$ cat config.mk
export PLATFORM = sky130hd
export DESIGN_NAME = id_ex_pipe_reg
export DESIGN_NICKNAME = d
export VERILOG_FILES = /design/src/rtl/id_ex_pipe_reg.sv
export SDC_FILE = /design/constraint.sdc
export NUM_CORES = 1
export LEC_CHECK = 0
export BUFFER_PORTS_ARGS = -buffer_cell sky130_fd_sc_hd__buf_2
export CAP_MARGIN = 10
export CORE_ASPECT_RATIO = 0.8
export CORE_MARGIN = 2
export CORE_UTILIZATION = 27
export DETAILED_ROUTE_END_ITERATION = 7
export GPL_TIMING_DRIVEN = 0
export PLACE_DENSITY_LB_ADDON = 0.15
export SETUP_SLACK_MARGIN = 0.15
export SLEW_MARGIN = 20
export SYNTH_ARGS = -nofsm -noshare
export SYNTH_HDL_FRONTEND = slang
export SYNTH_SLANG_ARGS = --single-unit
$ cat constraint.sdc
create_clock -name clk_i -period 1.02 [get_ports clk_i]
set_input_delay 0.306 -clock clk_i [delete_from_list [all_inputs] [get_ports clk_i]]
set_output_delay 0.306 -clock clk_i [all_outputs]
set_load 0.02 [all_outputs]
$ cat src/rtl/id_ex_pipe_reg.sv
// ID/EX pipeline register with stall (hold) and flush (bubble) support.
// Optional PC field enabled by defining IDEX_PC_TRACE_EN.
module id_ex_pipe_reg #(
   parameter int DATA_W = 32,
   parameter int REG_AW = 5
) (
   input  logic              clk_i,
   input  logic              rst_i,
   input  logic              stall_i,
   input  logic              flush_i,
   input  logic              ID_RegWrite_i,
   input  logic              ID_MemtoReg_i,
   input  logic              ID_MemRead_i,
   input  logic              ID_MemWrite_i,
   input  logic [1:0]        ID_ALUOp_i,
   input  logic              ID_ALUSrc_i,
   input  logic [DATA_W-1:0] ID_RS1data_i,
   input  logic [DATA_W-1:0] ID_RS2data_i,
   input  logic [DATA_W-1:0] ID_Imm_i,
   input  logic [9:0]        ID_funct_i,
   input  logic [REG_AW-1:0] ID_RS1_i,
   input  logic [REG_AW-1:0] ID_RS2_i,
   input  logic [REG_AW-1:0] ID_Rd_i,
`ifdef IDEX_PC_TRACE_EN
   input  logic [DATA_W-1:0] ID_PC_i,
   output logic [DATA_W-1:0] EX_PC_o,
`endif
   output logic              EX_RegWrite_o,
   output logic              EX_MemtoReg_o,
   output logic              EX_MemRead_o,
   output logic              EX_MemWrite_o,
   output logic [1:0]        EX_ALUOp_o,
   output logic              EX_ALUSrc_o,
   output logic [DATA_W-1:0] EX_RS1data_o,
   output logic [DATA_W-1:0] EX_RS2data_o,
   output logic [DATA_W-1:0] EX_Imm_o,
   output logic [9:0]        EX_funct_o,
   output logic [REG_AW-1:0] EX_RS1_o,
   output logic [REG_AW-1:0] EX_RS2_o,
   output logic [REG_AW-1:0] EX_Rd_o,
   output logic              EX_valid_o
);

   // Reset and flush both load the all-zero bubble; register addresses of x0
   // never match in forwarding or hazard compares downstream.
   always_ff @(posedge clk_i) begin
      if (rst_i || flush_i) begin
         EX_RegWrite_o <= 1'b0;
         EX_MemtoReg_o <= 1'b0;
         EX_MemRead_o  <= 1'b0;
         EX_MemWrite_o <= 1'b0;
         EX_ALUOp_o    <= '0;
         EX_ALUSrc_o   <= 1'b0;
         EX_RS1data_o  <= '0;
         EX_RS2data_o  <= '0;
         EX_Imm_o      <= '0;
         EX_funct_o    <= '0;
         EX_RS1_o      <= '0;
         EX_RS2_o      <= '0;
         EX_Rd_o       <= '0;
         EX_valid_o    <= 1'b0;
`ifdef IDEX_PC_TRACE_EN
         EX_PC_o       <= '0;
`endif
      end else if (!stall_i) begin
         EX_RegWrite_o <= ID_RegWrite_i;
         EX_MemtoReg_o <= ID_MemtoReg_i;
         EX_MemRead_o  <= ID_MemRead_i;
         EX_MemWrite_o <= ID_MemWrite_i;
         EX_ALUOp_o    <= ID_ALUOp_i;
         EX_ALUSrc_o   <= ID_ALUSrc_i;
         EX_RS1data_o  <= ID_RS1data_i;
         EX_RS2data_o  <= ID_RS2data_i;
         EX_Imm_o      <= ID_Imm_i;
         EX_funct_o    <= ID_funct_i;
         EX_RS1_o      <= ID_RS1_i;
         EX_RS2_o      <= ID_RS2_i;
         EX_Rd_o       <= ID_Rd_i;
         EX_valid_o    <= 1'b1;
`ifdef IDEX_PC_TRACE_EN
         EX_PC_o       <= ID_PC_i;
`endif
      end
   end

endmodule

==> results of run 1 <==
==> per-layer routing <==
layer	GRT usage, %	part of all wire, %	wire, um	up-vias
met4	6.08	2.1	274	0
met3	6.10	9.9	1320	19
met5	0	0	0	-
li1	-	-	-	1973
met2	24.0	49	6520	161
met1	15.4	39	5200	1849
==> flip-flops by register name, indices dropped and copies added, names as in the netlist <==
signal,flops
EX_MemtoReg_o,1
EX_RegWrite_o,1
EX_RS2_o,5
EX_valid_o,1
EX_Rd_o,5
EX_MemRead_o,1
EX_Imm_o,32
EX_RS1_o,5
EX_ALUOp_o,2
EX_funct_o,10
EX_RS2data_o,32
EX_ALUSrc_o,1
EX_MemWrite_o,1
EX_RS1data_o,32
==> per-stage QoR <==
step / instances / util (%)
2_1_floorplan: 417 / -
3_3_place_gp: 901 / 36.6
3_5_place_dp: 901 / 36.6
4_1_cts: 943 / 46.2
5_1_grt: 951 / 46.6
6_report: 951 / 46.6
==> final timing paths <==
| path | endpoint | slack [ps] | cells past startpoint | start |
|---|---|---|---|---|
| min | EX_Imm_o[7] | 130 | 3 | ID_Imm_i[7] |
| max reg2reg | EX_RS2data_o[24] | 230 | 3 | EX_RS2data_o[24] |
| min reg2reg | EX_valid_o | 460 | 2 | EX_valid_o |
| max | EX_RS1data_o[24] | -170 | 1 | EX_RS1data_o[24] |
==> what timing repair did <==
item	in CTS	in global routing
endpoints found under the setup margin	129	130
setup buffers	10	8
gates resized for setup	387	2
==> cell usage in the layout, fill, tap and decap left out <==
cell	synthesis	layout
clkbuf_2	0	1
or2_4	1	1
a21oi_1	1	1
clkbuf_16	0	17
buf_6	3	133
bufinv_16	0	3
buf_8	1	2
clkinvlp_4	0	4
nor2_1	128	128
dfxtp_2	0	128
inv_6	0	1
dfxtp_4	0	1
buf_4	2	19
clkinv_2	0	2
clkbuf_8	0	2
mux2i_1	128	128
clkbuf_4	0	1
clkinv_4	0	2
buf_12	11	11
buf_2	11	139
clkbuf_1	1	1
inv_1	1	1
==> layout make-up <==
| type | count | area share (%) |
|---|---|---|
| repair buffers | 277 | 27.9 |
| plain buffers | 29 | 4.49 |
| inverters | 1 | 0.0468 |
| clock inverters | 12 | 1.95 |
| flip-flops and latches | 129 | 34.2 |
| well taps | 225 | 3.51 |
| clock buffers | 20 | 5.70 |
| multi-input cells | 258 | 22.1 |
==> power by group <==
part / internal (W) / leakage (nW) / switching, W / total, W
clock: 0.00398 / 0.289 / 0.00230 / 0.00628
sequential: 0.00524 / 1.11 / 0.000120 / 0.00536
combinational: 0.000877 / 2.51 / 0.000723 / 0.00160
total: 0.0101 / 3.91 / 0.00315 / 0.0132
==> worst reg2reg max path, cell delays in order (launching register included) <==
cell	delay (ps)
dfxtp_2	330
buf_4	130
mux2i_1	170
nor2_1	60
==> cell families (layout without fill, tap and decap cells) <==
logic type,count (synthesis),in the layout
buffers and inverters,30,339
DFF,129,129
and+or+nand+nor,129,129
muxes,128,128
AOI/OAI and AO/OA,1,1
==> results.json, run 1 <==
{
  "status": "finished with violations",
  "violations": "setup timing",
  "p_leak_nw": 3.91,
  "synth_commonest_cells": "129 x dfxtp_1, 128 x mux2i_1, 128 x nor2_1, 11 x buf_12, 11 x buf_2",
  "port-buffer-count": 259,
  "areaGrowthSynthToFinish_pct": 70.5,
  "drt_first_iter_violations": 90,
  "fp.dieH_um": 122,
  "nFillCells": 1616,
  "tightest_slew_ps": 177,
  "cts_inserted_buffers": 17,
  "cts_root_buf": "clkbuf_16",
  "firstDrtPassIters": 4,
  "crit_buf_inv": 1,
  "finalSetupViolCount": 129,
  "fmax_ghz": 0.839,
  "synth_area_leaders": "dfxtp_1 55%, mux2i_1 27%, nor2_1 10%",
  "pre_cts_ws_ps": -227,
  "maxCapViolCount": 0,
  "synth-seq-cells": 129,
  "synth_fa_ha_area_share_pct": 0,
  "end_kind": "primary output",
  "maxSlewViolCount": 0,
  "clk_path_buf_depth": 2,
  "yosys.area_share.simple_pct": 10.4,
  "multiInputGateArea_um2": 1780,
  "crit_fanout": 2,
  "yosysWarnings": 0,
  "syn_area_per_cell_um2": 11.3,
  "grt_pass1_wl_um": 19900,
  "seqCellArea_um2": 2750,
  "die_area_um2": 18500,
  "final_antenna_net_count": 0,
  "grt_pass1_vias": 4087,
  "grt_overflow_total": 0,
  "required_ps": 710,
  "fin_ws_ps": -172,
  "syn_inst": 417,
  "wl_per_cell_um": 14.0,
  "gp_congestion": 0.716,
  "hold_buffers": 0,
  "path_clk_slew_ps": 60,
  "synthMuxAreaShare_pct": 27.2,
  "worstSkewPairLatency_ps": 400,
  "min_period_ps": 1190,
  "num_rows": 43,
  "cts.htree.levels": 4,
  "yosys.area.top_type": "dfxtp_1",
  "timing.setup.tns_ps": -18100,
  "wirelength_um": 13300,
  "power_w": 0.0132,
  "num_vias": 4002,
  "arrival_ps": 890,
  "drc": 0,
  "hold_ws_ps": 126,
  "yosysUniqueCellTypes": 12,
  "final_area_um2": 8020,
  "cts_sinks": 129,
  "track_usage_pct": 14.1,
  "pin_count": 261,
  "yosysMostFrequentCell": "dfxtp_1",
  "rsz0062_at_grt": "yes",
  "core_area_um2": 17200,
  "synth_area_um2": 4700,
  "maxSlewHeadroom_pct": 87.9,
  "synth_top_family_by_area": "multiplexers",
  "antenna_found_initial": 0,
  "cp_slowest_cell": "dfxtp_4",
  "synth_xor_area_share_pct": 0,
  "synth_compound_area_share_pct": 0.106,
  "drive_above_1_share_pct": 64.3,
  "cts_tree": "done",
  "yosysTopAreaCellShare_pct": 54.9,
  "start_util_pct": 27.3,
  "finalHoldViolCount": 0,
  "finalCritPeriodShare_pct": 117,
  "skew_ps": 0,
  "crit_chain": "buf_6",
  "peakVddDrop_mv": 1.02,
  "synth-main-ff-cell": "dfxtp_1",
  "crit_type": "reg -> out",
  "diodes": 0,
  "worst_setup_path_start_kind": "register",
  "async_flop_share_pct": 0,
  "post-dp-hpwl_um": 9620,
  "viasPerCell": 4.21,
  "hold_class": "in -> reg",
  "grt_max_degree": 17,
  "fin_nets": 845,
  "power_density_nw_per_um2": 1650,
  "max_stage_delay_ps": 350,
  "ys_seq_area_share_pct": 54.9,
  "syn_nets": 549,
  "die_w_um": 152,
  "synth_edf_count": 0,
  "place_area_um2": 6300,
  "crit_family": "flip-flops"
}
(Power assumes the default switching activity.)
==> inputs of run 2 (changes only) <==
Settings changed: BUFFER_PORTS_ARGS -buffer_cell sky130_fd_sc_hd__buf_2 to unset, DONT_BUFFER_PORTS set to 1, REMOVE_ABC_BUFFERS set to 1.
==> run 2 against run 1 <==
Net effect: the run still ends with setup timing left; register-to-register slack improved by 80 ps; wire length decreased by 19%; power down 9.5%; clock-buffer cell count stayed put; global-route usage shrank 3.3 points; clock skew is the same; setup slack better by 84 ps; critical path type unchanged; critical endpoint is now EX_RS1data_o[8]; largest cell class unchanged; largest power group unchanged.
==> results.json, run 2 (synthesis results as in run 1) <==
{
  "status": "finished with violations",
  "violations": "setup timing",
  "clk_path_buf_depth": 2,
  "grt_overflow_total": 0,
  "wirelength_um": 10800,
  "maxCapViolCount": 0,
  "min_period_ps": 1110,
  "grt_pass1_vias": 2829,
  "cts_tree": "done",
  "power_density_nw_per_um2": 2070,
  "drt_first_iter_violations": 103,
  "grt_pass1_wl_um": 14800,
  "crit_type": "reg -> out",
  "diodes": 0,
  "gp_congestion": 0.662,
  "drive_above_1_share_pct": 38.7,
  "cts_inserted_buffers": 17,
  "peakVddDrop_mv": 0.821,
  "cts_sinks": 129,
  "core_area_um2": 17200,
  "finalCritPeriodShare_pct": 109,
  "worst_setup_path_start_kind": "register",
  "finalHoldViolCount": 0,
  "final_antenna_net_count": 0,
  "required_ps": 710,
  "skew_ps": 0,
  "die_area_um2": 18500,
  "cts_root_buf": "clkbuf_16",
  "final_core_util_pct": 33.6,
  "fmax_ghz": 0.902,
  "grt_max_degree": 130,
  "pre_cts_ws_ps": -476,
  "crit_fanout": 2,
  "pin_count": 261,
  "firstDrtPassIters": 5,
  "post-dp-hpwl_um": 6600,
  "arrival_ps": 800,
  "end_kind": "primary output",
  "port-buffer-count": 0,
  "tightest_slew_ps": 641,
  "start_util_pct": 27.3,
  "fp.dieH_um": 122,
  "antenna_found_initial": 0,
  "worstSkewPairLatency_ps": 410,
  "track_usage_pct": 10.8,
  "num_vias": 2854,
  "viasPerCell": 4.40,
  "instances_no_fill": 649,
  "cts.htree.levels": 4,
  "hold_class": "in -> reg",
  "path_clk_slew_ps": 60,
  "route.met2.wl_um": 4920,
  "drc": 0,
  "fin_ws_ps": -88.4,
  "wl_per_cell_um": 16.6,
  "dp_cells": 614,
  "rsz0062_at_grt": "yes",
  "num_rows": 43,
  "maxSlewViolCount": 0,
  "layout_common_cells": "129 x dfxtp_4, 128 x mux2i_1, 128 x nor2_1",
  "p_leak_nw": 2.39,
  "timing.setup.tns_ps": -9470,
  "wl_met1_um": 4300,
  "top_regs": "EX_Imm_o: 32 flops, EX_RS1data_o: 32 flops, EX_RS2data_o: 32 flops",
  "maxSlewHeadroom_pct": 57.3,
  "crit_path_start": "EX_RS1data_o[8]",
  "fin_nets": 543,
  "highest_layer": "met4",
  "min_from": "ID_RS1data_i[17]",
  "reg2reg_from": "EX_funct_o[1]",
  "final_common_cell": "dfxtp_4",
  "die_w_um": 152,
  "wl_met3_um": 1440,
  "finalSetupViolCount": 129,
  "areaGrowthSynthToFinish_pct": 23.1
}
==> run 2: final timing paths <==
path	endpoint	depth (start not counted)	slack, ps
worst max-delay path	EX_RS1data_o[8]	0	-90
worst min-delay path	EX_RS1data_o[17]	2	40
worst max register to register	EX_funct_o[1]	2	310
worst min register to register	EX_valid_o	2	510
==> run 2: layout make-up <==
cell class / count / area (um^2)
clock buffer: 20 / 457
clock inverter: 12 / 158
fill: 1736 / 11400
inverter: 1 / 3.75
multi-input combinational: 260 / 1790
sequential: 129 / 3070
tap: 225 / 282
timing repair buffer: 2 / 37.5
==> run 2: repair_timing <==
action | in CTS | in global routing
pin swaps | 1 | 1
hold endpoints to repair | 1 | 0
cloned | 1 | 1
resized for setup | 258 | 0
hold buffers | 1 | 0
setup endpoints to repair | 196 | 144
setup buffers | 0 | 0
==> run 2: worst register-to-register path: cells and delay by family (launching register included) <==
kind	cells	cell delay (ps)
flops	1	370
mux	1	170
simple gates	1	50
==> run 2: through the flow <==
step | hold slack [ps] | power (W) | cell area, um^2
3_3_place_gp | 444 | 0.00609 | 4640
2_1_floorplan | 398 | 0.00600 | 4360
4_1_cts | 16.0 | 0.0122 | 5790
6_report | 35.9 | 0.0120 | 5790
3_5_place_dp | 453 | 0.00611 | 4670
5_1_grt | 13.8 | 0.0125 | 5790
==> run 2: routing by layer <==
metal  GRT usage (%)  vias up
met3            6.93        7
met1            11.2     1295
li1                -     1371
met2            17.4      181
met5               0        -
met4            4.86        0
==> run 2: power by group <==
| part | switching [W] | leakage, nW | internal [W] |
|---|---|---|---|
| registers | 0.000321 | 1.15 | 0.00500 |
| logic | 0.000209 | 0.949 | 0.000272 |
| clock network | 0.00221 | 0.293 | 0.00398 |
| total | 0.00274 | 2.39 | 0.00925 |
==> inputs of run 3 (changes only) <==
Settings changed: CORE_ASPECT_RATIO 0.8 to unset.
==> run 3 against run 2 <==
Net effect: the flow still finishes with violations (setup timing); wire length rose by 2.6%; final cell count up 0.15%; critical path type unchanged; critical path depth did not move; worst hold slack gained 11 ps; largest power group unchanged; die area is essentially flat; non-clock buffer count rose by 2; clock-buffer cell count increased by 6.
==> results.json, run 3 (synthesis results as in run 1) <==
{
  "crit_fanout": 2,
  "maxCapViolCount": 0,
  "final_common_cell": "dfxtp_4",
  "clk_path_buf_depth": 2,
  "p_leak_nw": 2.40,
  "internal_power_w": 0.00906,
  "power_density_nw_per_um2": 2010,
  "core_area_um2": 17200,
  "pin_count": 261,
  "drc": 0,
  "worst-r2r-setup-slack_ps": 310,
  "wirelength_um": 11000,
  "final_antenna_net_count": 0,
  "tightest_slew_ps": 382,
  "die_area_um2": 18500,
  "violations": "setup timing",
  "num_rows": 48,
  "drive_above_1_share_pct": 37.9,
  "p_seq_share_pct": 45.7,
  "cts_root_buf": "clkbuf_16",
  "worstSkewPairLatency_ps": 400,
  "min_path_cells": 2,
  "drt_first_iter_violations": 70,
  "worst_setup_path_start_kind": "register",
  "num_vias": 2886,
  "maxSlewViolCount": 0,
  "maxSlewHeadroom_pct": 74.5,
  "worst_r2r_path_depth": 2,
  "fp.dieH_um": 136,
  "arrival_ps": 790,
  "port-buffer-count": 0,
  "pwr-share-clk_pct": 50.0,
  "cp-endpoint": "EX_Imm_o[31]",
  "crit_type": "reg -> out",
  "pre_cts_ws_ps": -445,
  "required_ps": 710,
  "finalSetupViolCount": 129,
  "timing.setup.tns_ps": -8610,
  "start_util_pct": 27.4,
  "layout_common_cells": "129 x dfxtp_4, 128 x mux2i_1, 127 x nor2_1",
  "crit_path_start": "EX_Imm_o[31]",
  "status": "finished with violations",
  "path_clk_slew_ps": 50,
  "grt_max_degree": 130,
  "reg2reg_from": "EX_RS1data_o[9]",
  "finalHoldViolCount": 0,
  "top_regs": "EX_Imm_o: 32 flops, EX_RS1data_o: 32 flops, EX_RS2data_o: 32 flops",
  "cts_sinks": 129,
  "cts.htree.levels": 4,
  "min_period_ps": 1100,
  "reg2reg_to": "EX_RS1data_o[9]",
  "cts_inserted_buffers": 17,
  "post-dp-hpwl_um": 6920,
  "seqCellArea_um2": 3070,
  "power_frac_comb_pct": 4.3,
  "viasPerCell": 4.44,
  "skew_ps": 0,
  "hold_class": "in -> reg",
  "wl_per_cell_um": 17.0,
  "diodes": 0,
  "grt_pass1_wl_um": 16200,
  "fin_nets": 545,
  "gp_congestion": 0.684,
  "fmax_ghz": 0.912,
  "antenna_found_initial": 0,
  "track_usage_pct": 11.6,
  "firstDrtPassIters": 3,
  "grt_overflow_total": 0,
  "switchingPower_w": 0.00259,
  "finalCritPeriodShare_pct": 108,
  "worst-path-stages": 0,
  "peakVddDrop_mv": 1.06,
  "nFillCells": 1765,
  "cts_tree": "done",
  "areaGrowthSynthToFinish_pct": 23.1,
  "rsz0062_at_grt": "yes",
  "fin_ws_ps": -76.7,
  "end_kind": "primary output",
  "multiInputGateArea_um2": 1790,
  "p_sw_share_pct": 22.2,
  "grt_pass1_vias": 3033,
  "die_w_um": 136
}
run 3: cell types whose count changed in the layout (fill, tap and decap cells not counted), sizes merged:
cell | before | now
buf | 1 | 2
bufbuf | 0 | 1
bufinv | 3 | 2
clkbuf | 20 | 26
clkinv | 5 | 2
clkinvlp | 3 | 1
inv | 2 | 1
run 3: layout make-up:
type / count / area share (%)
Clock buffer: 26 / 8.45
Clock inverter: 5 / 1.34
Inverter: 1 / 0.0648
Multi-Input combinational cell: 260 / 30.9
Sequential cell: 129 / 52.9
Tap cell: 225 / 4.86
Timing Repair Buffer: 4 / 1.43
run 3: power by group through the flow:
stage	combinational, W	sequential (W)	clock (W)
after floorplan	0.000403	0.00560	0
after global placement	0.000441	0.00565	0
after detailed placement	0.000479	0.00565	0
after CTS	0.000510	0.00533	0.00607
after global routing	0.000568	0.00534	0.00635
final	0.000504	0.00532	0.00582
run 3: what timing repair did:
item	in CTS	in global routing
hold endpoints to repair	1	0
pin swaps	1	1
gates resized for setup	258	1
setup endpoints to repair	178	178
setup buffers	0	0
cloned	2	1
hold buffers	1	0
run 3: worst min-delay path by stage:
stage                     slack (ps)          endpoint              from
after floorplan                  400        EX_valid_o           stall_i
after global placement           440        EX_valid_o           stall_i
after detailed placement         440        EX_valid_o           stall_i
after CTS                         20  EX_RS2data_o[19]  ID_RS2data_i[19]
after global routing              20  EX_RS2data_o[19]  ID_RS2data_i[19]
final                             50  EX_RS1data_o[12]  ID_RS1data_i[12]
run 3: stage by stage:
stage	std cells	total power [W]	hold slack (ps)	instance area [um^2]	util (%)
after floorplan	388	0.00600	398	4360	-
after global placement	613	0.00609	438	4640	27.0
after detailed placement	615	0.00612	445	4680	27.3
after CTS	649	0.0119	16.9	5780	33.7
after global routing	650	0.0123	17.6	5790	33.7
final	650	0.0116	46.6	5790	33.7
run 3: routing by layer:
metal  vias up  wire (um)  GRT usage (%)
met5         -          0              0
li1       1369          -              -
met1      1341       4000           11.4
met2       158       5550           19.7
met3        18       1250           6.04
met4         0        246           6.25
run 3: worst reg2reg max path, stage by stage, from the launching register on:
cell,delay (ps)
dfxtp_4,370
mux2i_1,170
nor2_1,50
